File: src/rtl/bcd_updown_counter_pkg.sv
// Shared BCD constants and helpers for the up/down decade counter.
// Vectors are carried at the widest legal size (eight decades) and zero-padded.
package bcd_cnt_pkg;

  localparam int              BCD_W         = 4;
  localparam logic [BCD_W-1:0] BCD_DIGIT_MAX = 4'd9;
  localparam int              MAX_DIGITS    = 8;
  localparam int              BCD_VEC_W     = BCD_W * MAX_DIGITS;

  // Decimal integer to packed BCD, least significant decade in bits [3:0].
  function automatic logic [BCD_VEC_W-1:0] to_bcd(input int value, input int digits);
    logic [BCD_VEC_W-1:0] r;
    int v;
    r = '0;
    v = value;
    for (int i = 0; i < MAX_DIGITS; i++) begin
      if (i < digits) begin
        r[BCD_W*i +: BCD_W] = BCD_W'(v % 10);
        v = v / 10;
      end
    end
    return r;
  endfunction

  function automatic logic is_bcd(input logic [BCD_VEC_W-1:0] vec, input int digits);
    logic ok;
    ok = 1'b1;
    for (int i = 0; i < MAX_DIGITS; i++) begin
      if (i < digits && vec[BCD_W*i +: BCD_W] > BCD_DIGIT_MAX) ok = 1'b0;
    end
    return ok;
  endfunction

  // Valid BCD preserves numeric order under a plain unsigned compare.
  function automatic logic bcd_le(input logic [BCD_VEC_W-1:0] a, input logic [BCD_VEC_W-1:0] b);
    return a <= b;
  endfunction

endpackage

File: src/rtl/bcd_updown_counter_if.sv
// Control/status bundle of one BCD up/down counter instance.
interface bcd_updown_counter_if
  import bcd_cnt_pkg::*;
#(
  parameter int DIGITS = 2
) ();

  logic                      en;
  logic                      up_dn;
  logic                      load;
  logic [BCD_W*DIGITS-1:0]   load_val;
  logic [BCD_W*DIGITS-1:0]   count;
  logic                      tc;
  logic                      wrap;
  logic                      load_err;

  modport master (
    output en, up_dn, load, load_val,
    input  count, tc, wrap, load_err
  );

  modport slave (
    input  en, up_dn, load, load_val,
    output count, tc, wrap, load_err
  );

endinterface

File: src/rtl/bcd_updown_counter_digit.sv
// One BCD decade: steps up/down when enabled by the decade below and reports
// its own carry/borrow. Load beats force, force beats stepping.
module bcd_digit
  import bcd_cnt_pkg::*;
(
  input  logic             clk,
  input  logic             rst,
  input  logic             ci,
  input  logic             up_dn,
  input  logic             ld,
  input  logic [BCD_W-1:0] ld_d,
  input  logic             force_en,
  input  logic [BCD_W-1:0] force_d,
  output logic [BCD_W-1:0] d,
  output logic             co
);

  logic [BCD_W-1:0] d_next;

  always_comb begin
    d_next = d;
    if (ld) begin
      d_next = ld_d;
    end else if (force_en) begin
      d_next = force_d;
    end else if (ci) begin
      if (up_dn) d_next = (d == BCD_DIGIT_MAX) ? '0 : d + 4'd1;
      else       d_next = (d == '0) ? BCD_DIGIT_MAX : d - 4'd1;
    end
  end

  always_ff @(posedge clk or posedge rst) begin
    if (rst) d <= '0;
    else     d <= d_next;
  end

  assign co = ci & (up_dn ? (d == BCD_DIGIT_MAX) : (d == '0));

endmodule

File: src/rtl/bcd_updown_counter.sv
// Multi-decade BCD up/down counter with programmable modulus, validated load,
// combinational terminal count for cascading and registered wrap/load_err pulses.
module bcd_updown_counter
  import bcd_cnt_pkg::*;
#(
  parameter int DIGITS    = 2,
  parameter int MAX_COUNT = 59
) (
  input  logic                 clk,
  input  logic                 rst,
  bcd_updown_counter_if.slave  bus
);

  localparam int                   W            = BCD_W * DIGITS;
  localparam logic [BCD_VEC_W-1:0] MAX_BCD_FULL = to_bcd(MAX_COUNT, DIGITS);
  localparam logic [W-1:0]         MAX_BCD      = MAX_BCD_FULL[W-1:0];

  generate
    if (DIGITS < 1 || DIGITS > MAX_DIGITS) begin : g_bad_digits
      $error("bcd_updown_counter: DIGITS must be in 1..8");
    end
    if (MAX_COUNT < 0 || MAX_COUNT >= 10**DIGITS) begin : g_bad_max
      $error("bcd_updown_counter: MAX_COUNT must fit in DIGITS decades");
    end
  endgenerate

  logic [W-1:0]         count;
  logic [BCD_VEC_W-1:0] load_ext;
  logic                 at_max;
  logic                 at_zero;
  logic                 term;
  logic                 step;
  logic                 wrap_now;
  logic                 load_ok;
  logic                 load_take;
  logic [W-1:0]         force_val;
  logic [DIGITS-1:0]    carry;
  logic                 top_co_unused;
  logic                 wrap_p1;
  logic                 load_err_p1;

  always_comb begin
    load_ext         = '0;
    load_ext[W-1:0]  = bus.load_val;
    at_max           = (count == MAX_BCD);
    at_zero          = (count == '0);
    term             = bus.up_dn ? at_max : at_zero;
    // A load request, valid or not, always suppresses counting on that edge.
    step             = bus.en & ~bus.load;
    wrap_now         = step & term;
    load_ok          = is_bcd(load_ext, DIGITS) && bcd_le(load_ext, MAX_BCD_FULL);
    load_take        = bus.load & load_ok;
    force_val        = bus.up_dn ? '0 : MAX_BCD;
  end

  assign carry[0] = step;

  generate
    for (genvar i = 0; i < DIGITS; i++) begin : g_digit
      logic co;
      bcd_digit u_digit (
        .clk      (clk),
        .rst      (rst),
        .ci       (carry[i]),
        .up_dn    (bus.up_dn),
        .ld       (load_take),
        .ld_d     (bus.load_val[BCD_W*i +: BCD_W]),
        .force_en (wrap_now),
        .force_d  (force_val[BCD_W*i +: BCD_W]),
        .d        (count[BCD_W*i +: BCD_W]),
        .co       (co)
      );
      if (i < DIGITS - 1) begin : g_chain
        assign carry[i+1] = co;
      end else begin : g_top
        // The modulus wrap is handled by force, so the top decade's carry is dropped.
        assign top_co_unused = co;
      end
    end
  endgenerate

  // ---- stage p1: event pulses, one cycle after the sampling edge
  always_ff @(posedge clk or posedge rst) begin
    if (rst) begin
      wrap_p1     <= 1'b0;
      load_err_p1 <= 1'b0;
    end else begin
      wrap_p1     <= wrap_now;
      load_err_p1 <= bus.load & ~load_ok;
    end
  end

  assign bus.count    = count;
  assign bus.tc       = bus.en & term;
  assign bus.wrap     = wrap_p1;
  assign bus.load_err = load_err_p1;

endmodule

File: src/flat_wrapper.sv
// flat-port wrapper written by rule: the top's interface ports become plain ports
module bcd_updown_counter_flat import bcd_cnt_pkg::*;
#(
  parameter int DIGITS    = 2,
  parameter int MAX_COUNT = 59
)
  (clk, rst, bus_en, bus_up_dn, bus_load, bus_load_val, bus_count, bus_tc, bus_wrap, bus_load_err);
  bcd_updown_counter_if #(.DIGITS(DIGITS)) bus_i ();
  input  logic clk;
  input  logic rst;
  input wire logic [$bits(bus_i.en)-1:0] bus_en;
  input wire logic [$bits(bus_i.up_dn)-1:0] bus_up_dn;
  input wire logic [$bits(bus_i.load)-1:0] bus_load;
  input wire logic [$bits(bus_i.load_val)-1:0] bus_load_val;
  output wire logic [$bits(bus_i.count)-1:0] bus_count;
  output wire logic [$bits(bus_i.tc)-1:0] bus_tc;
  output wire logic [$bits(bus_i.wrap)-1:0] bus_wrap;
  output wire logic [$bits(bus_i.load_err)-1:0] bus_load_err;
  assign bus_i.en = bus_en;
  assign bus_i.up_dn = bus_up_dn;
  assign bus_i.load = bus_load;
  assign bus_i.load_val = bus_load_val;
  assign bus_count = bus_i.count;
  assign bus_tc = bus_i.tc;
  assign bus_wrap = bus_i.wrap;
  assign bus_load_err = bus_i.load_err;
  bcd_updown_counter #(.DIGITS(DIGITS), .MAX_COUNT(MAX_COUNT)) u_core (.clk(clk), .rst(rst), .bus(bus_i));
endmodule
File: config.mk
export PLATFORM = sky130hd
export DESIGN_NAME = bcd_updown_counter_flat
export DESIGN_NICKNAME = d
export VERILOG_FILES = /design/src/rtl/bcd_updown_counter_pkg.sv /design/src/rtl/bcd_updown_counter_if.sv /design/src/rtl/bcd_updown_counter_digit.sv /design/src/rtl/bcd_updown_counter.sv /design/src/flat_wrapper.sv
export SDC_FILE = /design/constraint.sdc
export NUM_CORES = 1
export LEC_CHECK = 0
export ABC_AREA = 1
export CAP_MARGIN = 20
export CORE_MARGIN = 2
export CORE_UTILIZATION = 50
export DETAILED_ROUTE_END_ITERATION = 8
export PLACE_DENSITY_LB_ADDON = 0.25
export SYNTH_ARGS = -nofsm -noshare
export SYNTH_HDL_FRONTEND = slang
export SYNTH_SLANG_ARGS = --single-unit
File: constraint.sdc
create_clock -name clk -period 2.94 [get_ports clk]
set_clock_uncertainty 0.15 [all_clocks]
set_input_delay 0.294 -clock clk [delete_from_list [all_inputs] [get_ports clk]]
set_output_delay 0.294 -clock clk [all_outputs]
set_load 0.01 [all_outputs]
# Word-level counts from Yosys, hierarchy flattened
# Index checks and enable logic that the tools add are counted.
# op_classes
add_sub_neg	4
mul	0
div	0
magnitude_cmp	3
eq_ne	3
shift	0
mux	17
bitwise	8
n_reduce_logical	6
# op_table
cell	count
4-bit two-way mux	12
4-bit by 1-bit adder with 4-bit output (second input constant)	2
4-bit equality test (second input constant)	2
8-bit by 7-bit equality test with 1-bit output (second input constant)	1
4-bit greater-than comparator (second input constant)	2
8-bit by 7-bit less-or-equal comparator with 1-bit output (second input constant)	1
4-bit zero test	2
8-bit zero test	1
4-bit by 1-bit subtractor with 4-bit output (second input constant)	2
7-bit two-way mux	1
1-bit AND	6
3-bit nonzero test	2
1-bit two-way mux	4
1-bit inverter	2
1-bit logical AND	1
# word_totals
regBits	10
latchBits	0
ram_bits	0
mem_bits_ro	0
inputBits	13
out_inout_bits	11
wordCells	45
mem_count	0

# Longest topological paths before layout
# depth
word_depth	6
ltp_mapped	11
depth_no_buf	11

# By module
# A second synthesis with hierarchy kept.
# unflattened
hier_cells	169
hier_area_um2	938.4
# by_module_without_submodules
module	instances	cells_per_inst	area_each_um2	seq_area_each_um2
bcd_digit	2	71	390.4	100.1
bcd_updown_counter	1	27	157.7	50.0

# Worst setup path before layout
# Ideal clock, no wire load.
# synth_timing
path_kind	reg2out
startpoint	register u_core.g_digit[0].u_digit.d[0]
endpoint	output bus_tc
arrival_ns	1.090
required_ns	2.496
setup_slack_ns	1.406
path_stages_with_launch	6
path_buffers	0
path_cell_list	dfrtp_1 > nor2_2 > nand2_2 > nor2_4 > nand2_2 > a21oi_1
# synth_between
elab_chain_cells	3
word_cells_on_any_way	4
cone_classes	1 x eq/ne; 1 x mux; 1 x bitwise; 1 x reduce/logical
# synth_rtl
item	line	source
start: declaration	bcd_updown_counter_digit.sv:14	output logic [BCD_W-1:0] d,
start signal: assignment	bcd_updown_counter_digit.sv:34	else d <= d_next;
8-bit by 7-bit equality test with 1-bit output or 8-bit zero test (tied branches)	bcd_updown_counter.sv:45, bcd_updown_counter.sv:46	
1-bit two-way mux (*)	bcd_updown_counter.sv:47	term = bus.up_dn ? at_max : at_zero;
1-bit AND (*)	bcd_updown_counter.sv:94	assign bus.tc = bus.en & term;
end: declaration	flat_wrapper.sv:16	output wire logic [$bits(bus_i.tc)-1:0] bus_tc;
# Every way passes the cells marked *; elsewhere a longest branch is shown, timed or not.

# Worst setup path after layout
# layout_timing
startpoint	input bus_up_dn
endpoint	output bus_tc
# layout_between
elab_chain_cells	2
# layout_rtl
item	line	source
start: declaration	flat_wrapper.sv:12	input wire logic [$bits(bus_i.up_dn)-1:0] bus_up_dn;
1-bit two-way mux	bcd_updown_counter.sv:47	
1-bit AND	bcd_updown_counter.sv:94	
# No other way between the ends.

==> flow_summary.ini <==
[critical_path]
crit_buf_inv = 3
reg2regPathDepth = 10
endpoint_kind = output pin
crit_chain = clkdlybuf4s50_1, inv_2, nand2_2, nor2_4, nand2_2, a21oi_1, clkdlybuf4s50_1
cp_max_fo = 9
ff2ff_setup_slack_ns = 1.30
path_class = in2out
slowest_stage = clkdlybuf4s50_1
critPathRequiredTime_ns = 2.50
crit_family = buffers and inverters
cp.arrival_ns = 1.95
r2r_end = u_core.g_digit[1].u_digit.d[1]
critPathLaunchType = primary input
r2r_start = u_core.g_digit[0].u_digit.d[0]
cpPeakStageDelay_ns = 0.54

[power]
vdd_drop_max_uv = 318
swShare_pct = 45.8
power_density_nw_per_um2 = 663
pwr-share-seq_pct = 31.9
p_leak_nw = 0.583
comb_power_share_pct = 55.4
clockPowerShare_pct = 12.7
switchingPower_mw = 0.346
power_mw = 0.755
intPower_mw = 0.409

[cts]
path_clk_slew_ns = 0.07
ctsHoldBuffers = 0
cts_num_sinks = 10
cts_tree = yes
clkLatencyLatePin_ns = 0.27
clockRootBuffer = clkbuf_4
post_cts_resized = 0
postCtsSetupBuffers = 0
htreeDepth = 1
cts_inserted_buffers = 3
clock_path_buffers = 2

[final_layout]
area.growth.synth_to_final_pct = 31.7
nets = 173
num_antenna_cells = 0
drive_above_1_share_pct = 12.7
fillCellCount = 165
final_cell_count_no_fill = 175
final_core_util_pct = 68.2

[placed_design]
dpl.hpwl_mm = 1.60
place_congestion = 0.856
place_inst = 172
portBuffers = 23

[global_route]
grt_max_degree = 11
grt_pass1_vias = 827
groute.usage.overall_pct = 23.4
gr-total-overflow = 0
grt_pass1_wl_mm = 3.49
antenna_found_initial = 0

[synthesis]
seq_area_frac_synth_pct = 28.9
synth_fp_nets = 145
syn_area_per_cell_sq_um = 6.55
muxShareOfSynthArea_pct = 0
synth.distinct_cells = 25
synthCells = 132
yosysTopAreaCellShare_pct = 28.9
syn_area_sq_um = 865
yosys.area.top_type = dfrtp_1
ys_ff_latch = 10
synth_top_family_by_area = simple AND/OR/NAND/NOR gates
yosys.area_share.xor_xnor_pct = 1.01
synth_compound_area_share_pct = 19.8
synth_area_leaders = dfrtp_1, nand2_1, inv_1
synth_warnings = 0
synthAdderAreaFrac_pct = 0
synthSimpleGateAreaFrac_pct = 40.7

[floorplanning]
io_pins = 24
rows = 15
coreArea_sq_um = 1670
fp.dieW_microns = 45.6
die_area_sq_um = 2080
die_y_microns = 45.6
start_util_pct = 51.8

[timing]
finalHoldViolCount = 0
setup_viol = 0
fin_crit_sh_pct = 81.3
fmax_mhz = 418
slew_violations = 0
period_needed_ns = 2.39
rsz0062_at_grt = false
relSlewSlack_pct = 73.1
worst_slew_pin_slew_ns = 0.403
hold_ws_ns = 0.156
setup_tns_ns = 0

[run]
cap_violations = 0

[route]
drc = 0
wl_mm = 2.09
via_per_inst = 5.29
route.vias.total = 925
drtIter0Drc = 30
firstDrtPassIters = 4
detail-route-antenna-nets = 0
wl_per_cell_microns = 11.9

[hold_path]
hold_path.class = in2async

[outcome]
outcome = finished, final reports clean
## synth_stat cells, drive strengths merged
master,count
nor2,11
o211ai,3
inv,21
dfrtp,10
o21ai,12
a21boi,1
nand3,10
clkinv,1
a21oi,12
xor2,1
nor3,1
nand2,46
or2,1
o21bai,1
a31oi,1
## metal layers
| metal | track usage (%) | wire length (microns) | up-vias |
|---|---|---|---|
| li1 | - | - | 476 |
| met1 | 31.4 | 974 | 419 |
| met2 | 35.2 | 1010 | 28 |
| met3 | 3.57 | 81 | 2 |
| met4 | 13.5 | 18 | 0 |
| met5 | 0 | 0 | - |
## registers in the layout (all words and copies together) (netlist names)
signal                    flops
u_core.g_digit.u_digit.d      8
u_core.bus.wrap               1
u_core.bus.load_err           1
## final cells by class
type	count	area [sq um]	area share, %
multi-input cells	100	532	46.7
flip-flops and latches	10	250	22.0
repair buffers	23	230	20.2
inverters	22	82.6	7.25
clock buffers	3	22.5	1.98
well taps	17	21.3	1.87
## power by group through the flow
stage | Sequential (mW) | Clock, mW | Combinational, mW
finish | 0.241 | 0.0958 | 0.419
global route | 0.252 | 0.103 | 0.468
CTS | 0.240 | 0.0960 | 0.418
detailed placement | 0.242 | 0 | 0.416
global placement | 0.239 | 0 | 0.407
floorplan | 0.249 | 0 | 0.250
## worst max-delay path by stage
| stage | start | slack (ns) | end | depth (start not counted) |
|---|---|---|---|---|
| 3_3_place_gp | bus_up_dn | 0.61 | bus_tc | 7 |
| 4_1_cts | bus_up_dn | 0.54 | bus_tc | 7 |
| 6_report | bus_up_dn | 0.55 | bus_tc | 7 |
| 5_1_grt | bus_up_dn | 0.39 | bus_tc | 7 |
| 3_5_place_dp | bus_up_dn | 0.55 | bus_tc | 7 |
| 2_1_floorplan | u_core.g_digit[0].u_digit.d[0] | 1.41 | bus_tc | 5 |
## through the flow
step	instance area, sq um	setup WS (ns)
2_1_floorplan	865	1.41
3_3_place_gp	1120	0.611
3_5_place_dp	1120	0.549
4_1_cts	1140	0.542
5_1_grt	1140	0.392
6_report	1140	0.550
## cell families after synthesis
family | after synthesis
buf+inv | 22
compound gates | 30
xor+xnor | 1
simple gates | 69
flops | 10
## cell usage in the layout, fill, tap and decap left out, types with 3 or more instances in the layout
| master | netlist | final |
|---|---|---|
| a21oi_1 | 11 | 11 |
| clkbuf_4 | 0 | 3 |
| clkdlybuf4s50_1 | 0 | 23 |
| dfrtp_1 | 10 | 10 |
| inv_1 | 19 | 19 |
| nand2_1 | 40 | 40 |
| nand2_2 | 5 | 5 |
| nand3_1 | 8 | 8 |
| nor2_1 | 6 | 6 |
| nor2_2 | 3 | 3 |
| o211ai_1 | 3 | 3 |
| o21ai_0 | 9 | 9 |
Note: power is estimated with default switching activity, not from simulation.
